===== src/rtl/hamm_encoder_stream_if.sv =====
// Stream bundle for the Hamming encoder: byte+mask in, codeword+parity out.
// The master modport is the side that sources in_* and sinks out_*.
interface hamm_encoder_stream_if;
  logic [7:0]  in_data;
  logic [12:0] in_mask;
  logic        in_valid;
  logic        in_ready;
  logic [11:0] out_code;
  logic        out_parity;
  logic        out_valid;
  logic        out_ready;

  modport master (
    output in_data, in_mask, in_valid, out_ready,
    input  in_ready, out_code, out_parity, out_valid
  );

  modport slave (
    input  in_data, in_mask, in_valid, out_ready,
    output in_ready, out_code, out_parity, out_valid
  );
endinterface


===== src/rtl/hamm_encoder_stream.sv =====
// Registered Hamming(12,8) encoder with error-mask injection, a two-entry
// elastic buffer (output + skid register) and send/injection counters.
module hamm_encoder_stream #(
  parameter int CNT_W = 16
) (
  input  logic                 clk,
  input  logic                 rst_n,
  hamm_encoder_stream_if.slave bus,
  output logic [CNT_W-1:0]     word_cnt,
  output logic [CNT_W-1:0]     inj_cnt
);

  logic [11:0] code_c;
  logic        parity_c;
  logic [12:0] new_word;
  logic        new_flag;

  logic [12:0] out_word, out_word_n;
  logic        out_flag, out_flag_n;
  logic        out_valid, out_valid_n;
  logic [12:0] skid_word, skid_word_n;
  logic        skid_flag, skid_flag_n;
  logic        skid_valid, skid_valid_n;
  logic        in_ready, in_ready_n;
  logic [CNT_W-1:0] word_cnt_n, inj_cnt_n;

  logic accept;
  logic send;

  // Bit layout must match the downstream decoder exactly (index i = position i+1).
  always_comb begin
    code_c       = '0;
    code_c[2]    = bus.in_data[0];
    code_c[6:4]  = bus.in_data[3:1];
    code_c[11:8] = bus.in_data[7:4];
    code_c[0]    = code_c[2] ^ code_c[4] ^ code_c[6] ^ code_c[8] ^ code_c[10];
    code_c[1]    = code_c[2] ^ code_c[5] ^ code_c[6] ^ code_c[9] ^ code_c[10];
    code_c[3]    = code_c[4] ^ code_c[5] ^ code_c[6] ^ code_c[11];
    code_c[7]    = code_c[8] ^ code_c[9] ^ code_c[10] ^ code_c[11];
    parity_c     = ^code_c;
    new_word     = {parity_c ^ bus.in_mask[12], code_c ^ bus.in_mask[11:0]};
    new_flag     = |bus.in_mask;
  end

  assign accept = bus.in_valid & in_ready;
  assign send   = out_valid & bus.out_ready;

  always_comb begin
    out_word_n   = out_word;
    out_flag_n   = out_flag;
    out_valid_n  = out_valid;
    skid_word_n  = skid_word;
    skid_flag_n  = skid_flag;
    skid_valid_n = skid_valid;
    word_cnt_n   = word_cnt;
    inj_cnt_n    = inj_cnt;

    if (send && skid_valid) begin
      out_word_n = skid_word;
      out_flag_n = skid_flag;
      if (accept) begin
        skid_word_n = new_word;
        skid_flag_n = new_flag;
      end else begin
        skid_valid_n = 1'b0;
      end
    end else if (send) begin
      if (accept) begin
        out_word_n = new_word;
        out_flag_n = new_flag;
      end else begin
        out_valid_n = 1'b0;
      end
    end else if (accept) begin
      if (!out_valid) begin
        out_word_n  = new_word;
        out_flag_n  = new_flag;
        out_valid_n = 1'b1;
      end else begin
        skid_word_n  = new_word;
        skid_flag_n  = new_flag;
        skid_valid_n = 1'b1;
      end
    end

    if (send) begin
      word_cnt_n = word_cnt + CNT_W'(1);
      if (out_flag) begin
        inj_cnt_n = inj_cnt + CNT_W'(1);
      end
    end

    // Registering !skid_valid_n keeps in_ready free of any path from out_ready.
    in_ready_n = !skid_valid_n;
  end

  always_ff @(posedge clk) begin
    if (!rst_n) begin
      out_word   <= '0;
      out_flag   <= 1'b0;
      out_valid  <= 1'b0;
      skid_word  <= '0;
      skid_flag  <= 1'b0;
      skid_valid <= 1'b0;
      in_ready   <= 1'b0;
      word_cnt   <= '0;
      inj_cnt    <= '0;
    end else begin
      out_word   <= out_word_n;
      out_flag   <= out_flag_n;
      out_valid  <= out_valid_n;
      skid_word  <= skid_word_n;
      skid_flag  <= skid_flag_n;
      skid_valid <= skid_valid_n;
      in_ready   <= in_ready_n;
      word_cnt   <= word_cnt_n;
      inj_cnt    <= inj_cnt_n;
    end
  end

  assign bus.out_code   = out_word[11:0];
  assign bus.out_parity = out_word[12];
  assign bus.out_valid  = out_valid;
  assign bus.in_ready   = in_ready;

endmodule


===== src/flat_wrapper.sv =====
// flat-port wrapper written by rule: the top's interface ports become plain ports
module hamm_encoder_stream_flat 
#(
  parameter int CNT_W = 16
)
  (clk, rst_n, word_cnt, inj_cnt, bus_in_data, bus_in_mask, bus_in_valid, bus_out_ready, bus_in_ready, bus_out_code, bus_out_parity, bus_out_valid);
  hamm_encoder_stream_if bus_i ();
  input  logic clk;
  input  logic rst_n;
  output logic [CNT_W-1:0] word_cnt;
  output logic [CNT_W-1:0] inj_cnt;
  input wire logic [$bits(bus_i.in_data)-1:0] bus_in_data;
  input wire logic [$bits(bus_i.in_mask)-1:0] bus_in_mask;
  input wire logic [$bits(bus_i.in_valid)-1:0] bus_in_valid;
  input wire logic [$bits(bus_i.out_ready)-1:0] bus_out_ready;
  output wire logic [$bits(bus_i.in_ready)-1:0] bus_in_ready;
  output wire logic [$bits(bus_i.out_code)-1:0] bus_out_code;
  output wire logic [$bits(bus_i.out_parity)-1:0] bus_out_parity;
  output wire logic [$bits(bus_i.out_valid)-1:0] bus_out_valid;
  assign bus_i.in_data = bus_in_data;
  assign bus_i.in_mask = bus_in_mask;
  assign bus_i.in_valid = bus_in_valid;
  assign bus_i.out_ready = bus_out_ready;
  assign bus_in_ready = bus_i.in_ready;
  assign bus_out_code = bus_i.out_code;
  assign bus_out_parity = bus_i.out_parity;
  assign bus_out_valid = bus_i.out_valid;
  hamm_encoder_stream #(.CNT_W(CNT_W)) u_core (.clk(clk), .rst_n(rst_n), .bus(bus_i), .word_cnt(word_cnt), .inj_cnt(inj_cnt));
endmodule

===== config.mk =====
export PLATFORM = sky130hd
export DESIGN_NAME = hamm_encoder_stream_flat
export DESIGN_NICKNAME = d
export VERILOG_FILES = /design/src/rtl/hamm_encoder_stream_if.sv /design/src/rtl/hamm_encoder_stream.sv /design/src/flat_wrapper.sv
export SDC_FILE = /design/constraint.sdc
export NUM_CORES = 1
export LEC_CHECK = 0
export CAP_MARGIN = 20
export CELL_PAD_IN_SITES_DETAIL_PLACEMENT = 2
export CELL_PAD_IN_SITES_GLOBAL_PLACEMENT = 2
export CORE_MARGIN = 5
export CORE_UTILIZATION = 30
export CTS_CLUSTER_DIAMETER = 60
export DETAILED_ROUTE_END_ITERATION = 7
export PLACE_DENSITY_LB_ADDON = 0.1
export SLEW_MARGIN = 20
export SYNTH_ARGS = -nofsm -noshare
export SYNTH_HDL_FRONTEND = slang
export SYNTH_SLANG_ARGS = --single-unit

===== constraint.sdc =====
create_clock -name clk -period 2.05 [get_ports clk]
set_input_delay 0.3075 -clock clk [delete_from_list [all_inputs] [get_ports clk]]
set_output_delay 0.3075 -clock clk [all_outputs]
set_load 0.05 [all_outputs]

==> summary.md, run 1 <==
| Metric | Value |
|---|---|
| Leak | `roughly 1.8 nW` |
| Crit path DAT | `approximately 1.6 ns` |
| Drc violations | `0` |
| Share of post-route cells with drive strength above 1 | `a little over a tenth` |
| Root Driver | `clkbuf_8` |
| Clk sinks | `63` |
| Post-synthesis sequential area ratio | `41.81%` |
| HPWL Detailed | `roughly 6600 µm` |
| H-tree Lvls | `3` |
| RSZ-0062 raised after global routing | `false` |
| EDFF count, synth | `0` |
| Yosys top cell area share | `approximately two fifths` |
| Routed via count | `2674` |
| Met1 Use GR | `roughly 17%` |
| CP Max Fanout | `7` |
| Crit path largest cell delay | `around 0.85 ns` |
| GR Util met3 | `about 5.4%` |
| Final Cell Area | `4272 µm²` |
| Crit. End Element | `primary output` |
| Sw Share | `~28%` |
| CP top delay family | `buffers and inverters` |
| N_diodes | `0` |
| Final min period | `between 1.5 and 2 ns` |
| Largest net degree at the start of global routing | `52` |
| Vias in the first global route | `about 3000` |
| Syn Std Cell Area | `a little over 3000 µm²` |
| Max-slew violations | `0` |
| Final ANT Viol Nets | `0` |
| Initial antenna violation count | `0` |
| Buf/Inv on CP | `1` |
| Period Utilization, post-route | `95.18%` |
| Critical path class | `register to primary output` |
| CP Cell Sequence | `clkdlybuf4s50_1` |
| Mapped Nets | `352` |
| Status | `finished, final reports clean` |
| Ranking of synthesized cells by area | `dfxtp_1, xnor2_1, and2_1` |
| Grt ovf | `0` |
| TritonCTS clock tree | `yes` |
| Commonest non-fill, non-tap cell in the layout | `clkdlybuf4s50_1` |
| Most Used Layer, Global Route | `met2` |
| Slew headroom | `a little over three fifths` |
| Port Buf Inserts | `between 70 and 80` |
| Max cap viols | `0` |
| Yosys cell types | `34` |
| Nature of the critical path startpoint | `register` |
| Clock power share | `39.4%` |
| Number of top-level pins | `slightly above 70` |
| Synthesized area per cell | `approximately 9.3 µm²` |
| Worst-path clk slew | `approximately 0.080 ns` |
| Worst EP required | `1.74 ns` |
| Layout Nets | `443` |
| Comb power frac | `between 15 and 20%` |
| Area delta synth->final | `41.60%` |
| Clock skew | `approximately 0.0096 ns` |
| Worst hold path class | `input port to register` |
| Synth Instances | `~330` |
| Wirelength per Cell | `around 16 µm` |
| First-pass GRT wire length | `between 10000 and 15000 µm` |
| Yosys top cell by area | `dfxtp_1` |
| Peak VDD IR | `0.2753 mV` |
| Final setup violation count | `0` |
| Int Power | `around 0.0021 W` |
| Post-synthesis xor/xnor area fraction | `between 10% and 20%` |
| CTS Hold Bufs | `0` |
| Router iterations before antenna repair | `6` |
| Core area | `slightly below 10000 µm²` |
| Top FF cell, synth | `dfxtp_1` |
| Gpl congestion | `0.7805` |
| Flop pwr share | `between 40% and 50%` |
| Detailed Route Iter0 Violations | `71` |
| Total global routing track utilization | `15.63%` |
| Worst slew pin tran | `between 0.5 and 0.6 ns` |
| Die width | `110.3 µm` |
| Syn. warnings | `0` |
| Adder-cell share of the synthesized area | `less than 1%` |
| P_sw | `0.0007991 W` |
| Mux share of post-synthesis cell area | `under 10%` |
| Met2 Use GR | `between 20% and 30%` |
| Total CTS buffers | `9` |
| Largest family of logic cells by synthesized area | `simple AND/OR/NAND/NOR gates` |
| Die area | `about 12000 µm²` |
| Max Freq | `just over 0.5 GHz` |
| DRT Wirelength | `around 8800 µm` |
| Final hold vios | `0` |
| CTS max path bufs | `2` |
| Yosys reg bits | `63` |
| CP max-delay cell | `clkdlybuf4s50_1` |
| Die H | `between 100 and 150 µm` |
| Post-synth ARST share | `0%` |
| DP Area | `slightly above 4000 µm²` |
| Pwr Density | `a little under 700 nW/µm²` |
| Post-CTS setup buffers | `0` |
| Vias per cell | `around 4.8` |
| Commonest non-fill, non-tap cells in the layout | `clkdlybuf4s50_1, dfxtp_1, nand2_1, xnor2_1, and2_1` |
| Num rows | `36` |
| Skew-Pair Late Insertion Delay | `around 0.34 ns` |
| Post-cts resize count | `0` |
| Post-synthesis simple-gate area fraction | `23.35%` |
| Starting Density | `30.86%` |
| Setup TNS | `0 ns` |
| Area fraction in compound gates after synthesis | `12.44%` |
[worst paths after layout]
| kind | from | endpoint | slack (ns) | depth (start not counted) |
|---|---|---|---|---|
| hold / removal | rst_n | u_core.skid_word[1] | 0.38 | 2 |
| setup / recovery | u_core.inj_cnt[3] | inj_cnt[3] | 0.1 | 1 |
| setup reg to reg | u_core.inj_cnt[3] | u_core.inj_cnt[13] | 0.32 | 5 |
| hold reg to reg | u_core.skid_word[12] | u_core.skid_word[12] | 0.47 | 2 |
[cells in the mapped netlist, types with 2 or more instances]
cell type   n
nor3_1      4
a211oi_1   11
nand2_1    33
xnor2_1    29
nor4_1      6
dfxtp_1    63
o211a_1    12
a31o_1      2
xor2_1     14
and3_1      2
and2_1     27
buf_2       3
xnor3_1     5
nor2b_1    16
mux2i_1     7
o21ai_0     7
nand4_1     8
or2_1       2
a21boi_0    2
clkbuf_1   13
inv_1       3
a21boi_1    3
ha_1        2
a21oi_1    11
and4_1      3
nor2_1     16
nand3_1    11
or3_1       4
[area by class of cell]
class | count | area [µm²]
Clock buffer | 10 | 137.6
Fill cell | 1095 | 5503
Timing Repair Buffer | 96 | 943.4
Inverter | 3 | 11.26
Clock inverter | 6 | 70.07
Sequential cell | 63 | 1262
Tap cell | 133 | 166.4
Multi-Input combinational cell | 243 | 1680
[power by group through the flow]
stage,Clock [W],Sequential [W],Combinational (W)
4_1_cts,0.00119,0.00127,0.000480
2_1_floorplan,0,0.00137,0.000197
5_1_grt,0.00125,0.00128,0.000510
3_5_place_dp,0,0.00130,0.000474
3_3_place_gp,0,0.00130,0.000466
6_report,0.00114,0.00127,0.000473
[per-layer routing]
layer  up-vias  wire length [µm]
met3         6               552
met4         0                79
met2        57              4501
met1      1312              3691
li1       1299                 -
met5         -                 0
[sequential cells by signal, summed over array words and instances (netlist names)]
signal / cells
u_core.inj_cnt: 16
u_core.word_cnt: 16
u_core.out_word: 13
u_core.skid_word: 13
u_core.bus.in_ready: 1
u_core.bus.out_valid: 1
u_core.out_flag: 1
u_core.skid_flag: 1
u_core.skid_valid: 1
[metrics by stage]
step	setup slack (ns)	util [%]	std cells	hold WS, ns	power, W
after detailed placement	-0.1689	41.58	538	0.4527	0.001774
final	0.09884	43.70	554	0.3777	0.002880
after floorplan	0.01200	-	325	0.4277	0.001569
after CTS	0.05892	43.70	554	0.3576	0.002939
after global placement	-0.1544	41.58	538	0.4376	0.001764
after global routing	0.02054	43.70	554	0.3726	0.003034
[cell families after synthesis]
family / after synthesis
compound gates: 52
xor+xnor: 49
fa+ha+maj: 2
buf+inv: 19
flops: 63
mux: 7
simple gates: 133
(Power assumes the default switching activity.)
==> inputs of run 2 (changes only) <==
Settings changed: PLACE_DENSITY_LB_ADDON 0.1 to 0.12.
==> summary.md, run 2 (synthesized netlist as in run 1, its figures left out) <==
| Metric | Value |
|---|---|
| Status | `finished, final reports clean` |
| Detailed Route Iter0 Violations | `76 (+7.0%)` |
| Commonest non-fill, non-tap cells in the layout | `clkdlybuf4s50_1, dfxtp_1, nand2_1, xnor2_1, and2_1` |
| Leak | `1.769 nW (+0.35%)` |
| Grt ovf | `0 (unchanged)` |
| Crit path depth | `1 (unchanged)` |
| Nature of the critical path startpoint | `register` |
| Initial antenna violation count | `0 (unchanged)` |
| Clk sinks | `63 (unchanged)` |
| Port Buf Inserts | `71 (unchanged)` |
| Commonest non-fill, non-tap cell in the layout | `clkdlybuf4s50_1` |
| Power, Total | `0.002901 W (+0.73%)` |
| Gpl congestion | `0.8394 (+7.5%)` |
| Vias per cell | `4.830 (about the same)` |
| CTS max path bufs | `2 (unchanged)` |
| Worst hold path class | `input port to register` |
| Wirelength per Cell | `15.55 µm (-2.4%)` |
| Peak VDD IR | `0.3607 mV (+31%)` |
| Final hold vios | `0 (unchanged)` |
| Largest regs | `u_core.inj_cnt: 16 flops, u_core.word_cnt: 16 flops` |
| CP Max Fanout | `7 (unchanged)` |
| N_diodes | `0 (unchanged)` |
| Number of top-level pins | `72 (unchanged)` |
| Total CTS buffers | `9 (unchanged)` |
| Root Driver | `clkbuf_8` |
| Fin util | `43.80% (+0.10 points)` |
| Die H | `110.3 µm (unchanged)` |
| Final Cell Area | `4282 µm² (+0.23%)` |
| Layout Nets | `443 (unchanged)` |
| Core area | `9774 µm² (unchanged)` |
| Buf/Inv on CP | `1 (unchanged)` |
| Worst EP required | `1.74 ns (about the same)` |
| Skew-Pair Late Insertion Delay | `0.33 ns (about the same)` |
| Max cap viols | `0 (unchanged)` |
| Period Utilization, post-route | `95.55% (+0.37 points)` |
| Crit. End Element | `primary output` |
| Worst Hold Depth | `2 (unchanged)` |
| Pwr Density | `677.6 nW/µm² (+0.50%)` |
| Post-CTS setup buffers | `0 (unchanged)` |
| Max Freq | `0.5105 GHz (-0.39%)` |
| CP Cell Sequence | `clkdlybuf4s50_1` |
| Die width | `110.3 µm (unchanged)` |
| Clock skew | `0.01083 ns (+0.001184 ns)` |
| Slew headroom | `61.60% (-1.3 points)` |
| Final setup violation count | `0 (unchanged)` |
| HPWL Detailed | `6636 µm (+1.2%)` |
| R2R cell count | `5 (unchanged)` |
| Post-placement setup slack | `-0.1959 ns (-0.02702 ns)` |
| Post-cts resize count | `0 (unchanged)` |
| Share of post-route cells with drive strength above 1 | `10.69% (unchanged)` |
| Fillcell total | `1096 (+0.091%)` |
| H-tree Lvls | `3 (unchanged)` |
| Final WS setup | `0.09124 ns (-0.007593 ns)` |
| Max-slew violations | `0 (unchanged)` |
| CP top delay family | `buffers and inverters` |
| Worst-path clk slew | `0.08 ns (about the same)` |
| Hold WS | `0.4098 ns (+0.03204 ns)` |
| TritonCTS clock tree | `yes` |
| Crit path largest cell delay | `0.86 ns (about the same)` |
| CTS Hold Bufs | `0 (unchanged)` |
| DRT Wirelength | `8613 µm (-2.4%)` |
| Critical path class | `register to primary output` |
| Final min period | `1.959 ns (+0.007593 ns)` |
| Router iterations before antenna repair | `4 (-2)` |
| Worst slew pin tran | `0.5742 ns (+0.01957 ns)` |
| Largest net degree at the start of global routing | `47 (-9.6%)` |
| Crit path DAT | `1.65 ns (about the same)` |
| Starting Density | `30.86% (unchanged)` |
| RSZ-0062 raised after global routing | `false` |
| CP max-delay cell | `clkdlybuf4s50_1` |
| Drc violations | `0 (unchanged)` |
| Die area | `12160 µm² (unchanged)` |
| DP Area | `4064 µm² (unchanged)` |
| Area delta synth->final | `41.93%` |
| Vias in the first global route | `2920 (-1.9%)` |
| Num rows | `36 (unchanged)` |
| Final ANT Viol Nets | `0 (unchanged)` |
| Total global routing track utilization | `15.16% (-0.47 points)` |
| Routed via count | `2676 (+0.075%)` |
| First-pass GRT wire length | `14320 µm (-2.1%)` |
## run 2: cell types whose count changed in the layout (fill, tap and decap cells not counted)
| cell | change |
|---|---|
| clkbuf_8 | +2 |
| clkinv_4 | -2 |
## run 2: cell type report
type / count / area, µm² / area share, %
clock buffer: 12 / 165.2 / 3.857
clock inverter: 4 / 52.55 / 1.227
inverter: 3 / 11.26 / 0.2630
multi-input combinational: 243 / 1680 / 39.25
sequential: 63 / 1262 / 29.49
tap: 133 / 166.4 / 3.887
timing repair buffer: 96 / 943.4 / 22.03
## run 2: metal layers
| metal | vias up | global-route usage, % | part of all wire, % | wire length (µm) |
|---|---|---|---|---|
| li1 | 1298 | - | - | - |
| met5 | - | 0 | 0 | 0 |
| met3 | 10 | 3.611 | 5.3 | 460 |
| met4 | 0 | 5.541 | 1.3 | 111 |
| met1 | 1313 | 17.87 | 44 | 3749 |
| met2 | 55 | 26.69 | 50 | 4292 |
## run 2: path summary, 6_finish.rpt
path	start	endpoint	slack [ns]
worst max register to register	u_core.inj_cnt[3]	u_core.inj_cnt[15]	0.29
worst max-delay path	u_core.inj_cnt[3]	inj_cnt[3]	0.09
worst min-delay path	rst_n	u_core.skid_word[0]	0.41
worst min register to register	u_core.skid_word[12]	u_core.skid_word[12]	0.46
## run 2: power by group
group / leakage (nW) / switching, W / internal [W]
Sequential: 0.510 / 0.0000206 / 0.00125
Clock: 0.101 / 0.000500 / 0.000661
Combinational: 1.16 / 0.000238 / 0.000229
## run 2: stage by stage
stage | cells | setup TNS, ns
after floorplan | 325 | 0
after global placement | 538 | -0.5496
after detailed placement | 538 | -0.8667
after CTS | 554 | 0
after global routing | 554 | 0
final | 554 | 0
